<file path="config.mk">
export PLATFORM = sky130hd
export DESIGN_NAME = uart_rx_fifo
export DESIGN_NICKNAME = d
export VERILOG_FILES = /design/src/rtl/uart_rx_fifo.sv
export SDC_FILE = /design/constraint.sdc
export NUM_CORES = 1
export LEC_CHECK = 0
export ABC_AREA = 1
export ABC_CLOCK_PERIOD_IN_PS = 2700
export BUFFER_PORTS_ARGS = -buffer_cell sky130_fd_sc_hd__buf_4
export CAP_MARGIN = 20
export CORE_UTILIZATION = 55
export DETAILED_ROUTE_END_ITERATION = 7
export GPL_ROUTABILITY_DRIVEN = 0
export HOLD_SLACK_MARGIN = 0.1
export PLACE_DENSITY_LB_ADDON = 0.08
export SYNTH_ARGS = -nofsm -noshare
export SYNTH_HDL_FRONTEND = slang
export SYNTH_SLANG_ARGS = --single-unit
</file>
<file path="constraint.sdc">
create_clock -name clk -period 2.7 [get_ports clk]
set_input_delay 0.54 -clock clk [delete_from_list [all_inputs] [get_ports clk]]
set_output_delay 0.54 -clock clk [all_outputs]
set_load 0.05 [all_outputs]
</file>
<file path="src/rtl/uart_rx_fifo.sv">
// uart_rx_fifo
//   UART 8N1 receive front-end with a show-ahead receive FIFO, feeding the
//   memory-mapped UART port of the core.
//
//   Ports
//     clk           system clock, rising edge
//     reset         asynchronous, active-high reset
//     SerialDataIn  UART line (idles high, asynchronous to clk)
//     clr_rx_flag   pop request; every cycle it is high pops one entry
//     clr_err       clears the sticky frame_err / overrun flags
//     DataRx        FIFO head byte (valid while Rx_flag is high)
//     Rx_flag       FIFO not empty
//     frame_err     sticky: a stop bit was sampled low
//     overrun       sticky: a byte was dropped because the FIFO was full
//     fifo_count    current FIFO occupancy
//
//   Receiver states
//     state   | meaning
//     S_IDLE  | waiting for a falling edge on the synchronised line
//     S_START | timing to mid start bit; high there means a glitch
//     S_DATA  | sampling data bits LSB first, one per bit period
//     S_STOP  | sampling the stop bit; push the byte or flag a frame error

module uart_rx_fifo #(
    parameter int UART_Nbit  = 8,
    parameter int clk_freq   = 50,
    parameter int baudrate   = 5,
    parameter int FIFO_DEPTH = 4
) (
    input  logic                          clk,
    input  logic                          reset,
    input  logic                          SerialDataIn,
    input  logic                          clr_rx_flag,
    input  logic                          clr_err,
    output logic [UART_Nbit-1:0]          DataRx,
    output logic                          Rx_flag,
    output logic                          frame_err,
    output logic                          overrun,
    output logic [$clog2(FIFO_DEPTH):0]   fifo_count
);

    localparam int BIT_CYCLES = clk_freq / baudrate;
    localparam int TMR_W      = $clog2(BIT_CYCLES);
    localparam int IDX_W      = (UART_Nbit > 1) ? $clog2(UART_Nbit) : 1;
    localparam int PTR_W      = $clog2(FIFO_DEPTH);
    localparam int CNT_W      = PTR_W + 1;

    localparam logic [TMR_W-1:0] HALF_TC  = TMR_W'(BIT_CYCLES / 2 - 1);
    localparam logic [TMR_W-1:0] BIT_TC   = TMR_W'(BIT_CYCLES - 1);
    localparam logic [IDX_W-1:0] LAST_IDX = IDX_W'(UART_Nbit - 1);
    localparam logic [CNT_W-1:0] FULL_CNT = CNT_W'(FIFO_DEPTH);

    typedef enum logic [1:0] {
        S_IDLE,
        S_START,
        S_DATA,
        S_STOP
    } state_t;

    // Synchroniser
    logic sync1_q, sync2_q;
    logic rxs;

    // Receiver
    state_t               state_q, state_d;
    logic [TMR_W-1:0]     timer_q, timer_d;
    logic [IDX_W-1:0]     idx_q, idx_d;
    logic [UART_Nbit-1:0] shift_q, shift_d;
    logic                 push_req;
    logic                 frame_evt;

    // FIFO
    logic [UART_Nbit-1:0] mem_q [FIFO_DEPTH];
    logic [UART_Nbit-1:0] mem_d [FIFO_DEPTH];
    logic [PTR_W-1:0]     wr_ptr_q, wr_ptr_d;
    logic [PTR_W-1:0]     rd_ptr_q, rd_ptr_d;
    logic [CNT_W-1:0]     count_q, count_d;
    logic                 pop;
    logic                 full;
    logic                 do_push;
    logic                 ovr_evt;

    // Sticky error flags
    logic frame_err_q, frame_err_d;
    logic overrun_q, overrun_d;

    assign rxs = sync2_q;

    // ------------------------------------------------------------------
    // Receiver next-state logic
    // ------------------------------------------------------------------
    always_comb begin
        state_d   = state_q;
        timer_d   = timer_q + TMR_W'(1);
        idx_d     = idx_q;
        shift_d   = shift_q;
        push_req  = 1'b0;
        frame_evt = 1'b0;

        unique case (state_q)
            S_IDLE: begin
                timer_d = '0;
                if (!rxs) begin
                    state_d = S_START;
                end
            end

            S_START: begin
                if (timer_q == HALF_TC) begin
                    timer_d = '0;
                    idx_d   = '0;
                    // Line back high at mid start bit: noise, not a frame.
                    state_d = rxs ? S_IDLE : S_DATA;
                end
            end

            S_DATA: begin
                if (timer_q == BIT_TC) begin
                    shift_d[idx_q] = rxs;
                    timer_d        = '0;
                    if (idx_q == LAST_IDX) begin
                        state_d = S_STOP;
                    end else begin
                        idx_d = idx_q + IDX_W'(1);
                    end
                end
            end

            S_STOP: begin
                if (timer_q == BIT_TC) begin
                    // Leave immediately after the mid-stop sample so a
                    // following start bit is not missed.
                    timer_d = '0;
                    state_d = S_IDLE;
                    if (rxs) begin
                        push_req = 1'b1;
                    end else begin
                        frame_evt = 1'b1;
                    end
                end
            end

            default: begin
                state_d = S_IDLE;
                timer_d = '0;
            end
        endcase
    end

    // ------------------------------------------------------------------
    // FIFO and error flag next-state logic
    // ------------------------------------------------------------------
    always_comb begin
        pop     = clr_rx_flag && (count_q != '0);
        full    = (count_q == FULL_CNT);
        // When full, a same-cycle pop frees the head slot, which is exactly
        // the slot wr_ptr points at, so the write lands in the right place.
        do_push = push_req && (!full || pop);
        ovr_evt = push_req && full && !pop;

        mem_d    = mem_q;
        wr_ptr_d = wr_ptr_q;
        rd_ptr_d = rd_ptr_q;
        count_d  = count_q;

        if (do_push) begin
            mem_d[wr_ptr_q] = shift_q;
            wr_ptr_d        = wr_ptr_q + PTR_W'(1);
        end
        if (pop) begin
            rd_ptr_d = rd_ptr_q + PTR_W'(1);
        end

        unique case ({do_push, pop})
            2'b10:   count_d = count_q + CNT_W'(1);
            2'b01:   count_d = count_q - CNT_W'(1);
            default: count_d = count_q;
        endcase

        // Set has priority over clear.
        frame_err_d = frame_err_q;
        if (clr_err) begin
            frame_err_d = 1'b0;
        end
        if (frame_evt) begin
            frame_err_d = 1'b1;
        end

        overrun_d = overrun_q;
        if (clr_err) begin
            overrun_d = 1'b0;
        end
        if (ovr_evt) begin
            overrun_d = 1'b1;
        end
    end

    // ------------------------------------------------------------------
    // Registers
    // ------------------------------------------------------------------
    always_ff @(posedge clk or posedge reset) begin
        if (reset) begin
            sync1_q     <= 1'b1;
            sync2_q     <= 1'b1;
            state_q     <= S_IDLE;
            timer_q     <= '0;
            idx_q       <= '0;
            shift_q     <= '0;
            mem_q       <= '{default: '0};
            wr_ptr_q    <= '0;
            rd_ptr_q    <= '0;
            count_q     <= '0;
            frame_err_q <= 1'b0;
            overrun_q   <= 1'b0;
        end else begin
            sync1_q     <= SerialDataIn;
            sync2_q     <= sync1_q;
            state_q     <= state_d;
            timer_q     <= timer_d;
            idx_q       <= idx_d;
            shift_q     <= shift_d;
            mem_q       <= mem_d;
            wr_ptr_q    <= wr_ptr_d;
            rd_ptr_q    <= rd_ptr_d;
            count_q     <= count_d;
            frame_err_q <= frame_err_d;
            overrun_q   <= overrun_d;
        end
    end

    assign DataRx     = mem_q[rd_ptr_q];
    assign Rx_flag    = (count_q != '0);
    assign fifo_count = count_q;
    assign frame_err  = frame_err_q;
    assign overrun    = overrun_q;

endmodule

</file>
==> metrics.txt <==
status finished, final reports clean; remaining routing DRC violations 0; peak supply drop 0.000699 V; Syn Inst Count 350; critical path's slowest cell dfrtp_1; most frequent cells in the layout nand2_1 (102), dfrtp_1 (58), nand4_1 (34); WL per Instance 14.4 µm; CTS Buffer Depth 2; total congestion overflow 0; Clock transition at path regs 0.07 ns; Largest stage delay, worst path 0.48 ns; LEAKAGE 1.70 nW; GR Util All Layers 0.243; top cell type's share of synthesized area 0.475; post-DP HPWL 4360 µm; first-pass GRT wire length 11,000 µm; Hold WS 0.293 ns; DR WL met3 213 µm; Worst-Skew Late Latency 0.33 ns; critical path depth 4; final setup fails 0; # diodes 0; Synth cell types 28; register area share after synthesis 0.492; Crit. End Element primary output; Worst R2R Setup Slack 0.63 ns; Worst Setup Start Kind register; Mapped Avg Cell Area 8.73 µm²; clock buffers created by TritonCTS 9; largest area contributor in the netlist dfrtp_1; number of global-route vias before repair 2,330; First-pass DRT Iterations 4; WL final 6340 µm; CP delay by family, top buffers and inverters; total of max-cap violations 0; die extent in y 76.6 µm; DRT met1 WL 2870 µm; row cnt 26; share of layout cells above drive strength 1 0.135; Synthesized Nets 366; Worst EP required 2.16 ns; core area 5240 µm²; PD cells 929 nW/µm²; Crit Path Max Fanout 9; total power draw 3.12 mW; Final nets 382; critical path arrival 1.69 ns; Fmax achieved 448 MHz; Yosys warning count 0; Worst Hold Class in2async; Synth Flop Type dfrtp_1; H-tree level count 3; area delta synth->final 9.91%; Clock Root Buffer clkbuf_8; Clock Sinks 60; CTS tree built; Port Buffers 18; Yosys reg bits 60; max-slew violations 0; worst-margin pin slew 0.624 ns; # resized after CTS 0; crit share post-route 0.828; DR iter-0 viols 177; Synth area leaders dfrtp_1 (47%), nand2_1 (13%), nand4_1 (7.0%); number of synthesized flops with an enable pin 0; setup bufs post-CTS 0; routed wl met2 3150 µm; highest metal layer with signal wires met4; cts hold-fix bufs 0; TNS Setup 0 ns; Crit Path Class reg2out; Worst Path Buf+Inv 2; worst path cell trace inv_1 > o21ai_0 > o22ai_1 > buf_4; Fin. Hold Viols 0; Slew HR 0.583; vias per cell 5.45; initial antenna violation count 0; Syn Std Cell Area 3060 µm²; Async SR Flop Fraction 1.00; IO Pins 19; Final Skew 0.00573 ns; Routed Antenna Nets 0; total die area 5860 µm²; Reg2Reg Depth 9; RSZ-0062 raised after global routing no; Starting Density 0.584; most common library cell in the layout ignoring fill and taps nand2_1; routed via count 2,404; largest net degree at the start of global routing 38; die width 76.6 µm; post-layout min period 2.23 ns
-- path summary, 6_finish.rpt --
kind                                          from                   endpoint
min                                          reset      mem_q[20]$_DFFE_PP0P_
min in group clk                      SerialDataIn          sync1_q$_DFF_PP1_
max                        rd_ptr_q[1]$_DFFE_PP0P_                  DataRx[6]
max in group asynchronous                    reset      mem_q[29]$_DFFE_PP0P_
min reg2reg                      sync1_q$_DFF_PP1_              rxs$_DFF_PP1_
max reg2reg                   timer_q[1]$_DFF_PP0_  fifo_count[1]$_DFFE_PP0P_
-- synthesized netlist by cell type (2+ instances only) --
cell type  number
nand2_1       102
dfrtp_1        58
nand4_1        34
nor2_1         28
o21ai_0        27
inv_1          26
nand3_1        16
ha_1           10
o22ai_1         9
buf_2           8
buf_12          4
xor2_1          4
nand3_4         3
a21oi_1         2
buf_4           2
dfstp_2         2
inv_2           2
nand2_2         2
xnor2_1         2
-- sequential cells by signal, summed over array words and instances, names as in the netlist, named ones only --
| name | cells |
|---|---|
| rd_ptr_q | 2 |
| fifo_count | 3 |
| wr_ptr_q | 2 |
| mem_q | 32 |
| frame_err | 1 |
| rxs | 1 |
| sync1_q | 1 |
| timer_q | 4 |
| idx_q | 3 |
| state_q | 1 |
| overrun | 1 |
| shift_q | 8 |
-- power breakdown --
part | internal (mW) | leakage [nW] | switching (mW)
logic | 0.369 | 0.792 | 0.896
registers | 0.977 | 0.815 | 0.0910
clock network | 0.426 | 0.0962 | 0.363
-- per-stage QoR --
step	instance area (µm²)	util	instances	setup slack [ns]
6_report	3360	0.641	441	0.466
4_1_cts	3360	0.641	441	0.451
5_1_grt	3360	0.641	441	0.370
3_5_place_dp	3170	0.605	425	0.608
2_1_floorplan	3060	-	350	0.444
3_3_place_gp	3170	0.605	425	0.652
-- routing by layer --
metal,vias up,track usage
met5,-,0
met4,0,0.117
met3,11,0.0419
met2,44,0.402
met1,1144,0.310
li1,1205,-
-- logic make-up (layout without fill, tap and decap cells) --
| family | after synthesis | count (layout) | synth area share |
|---|---|---|---|
| and+or+nand+nor | 187 | 187 | 0.285 |
| DFF | 60 | 60 | 0.492 |
| buffers and inverters | 46 | 67 | 0.0864 |
| AOI/OAI and AO/OA | 40 | 40 | 0.0716 |
| adders and majority gates | 11 | 11 | 0.0475 |
| xor gates and xnor gates | 6 | 6 | 0.0172 |
-- cell type report --
type / count / area, µm²
clock buffers: 10 / 128
clock inverters: 6 / 65.1
fillers: 455 / 1880
inverters: 29 / 109
multi-input cells: 244 / 1290
flip-flops and latches: 60 / 1500
well taps: 70 / 87.6
repair buffers: 22 / 178
Note: power is estimated with default switching activity, not from simulation.
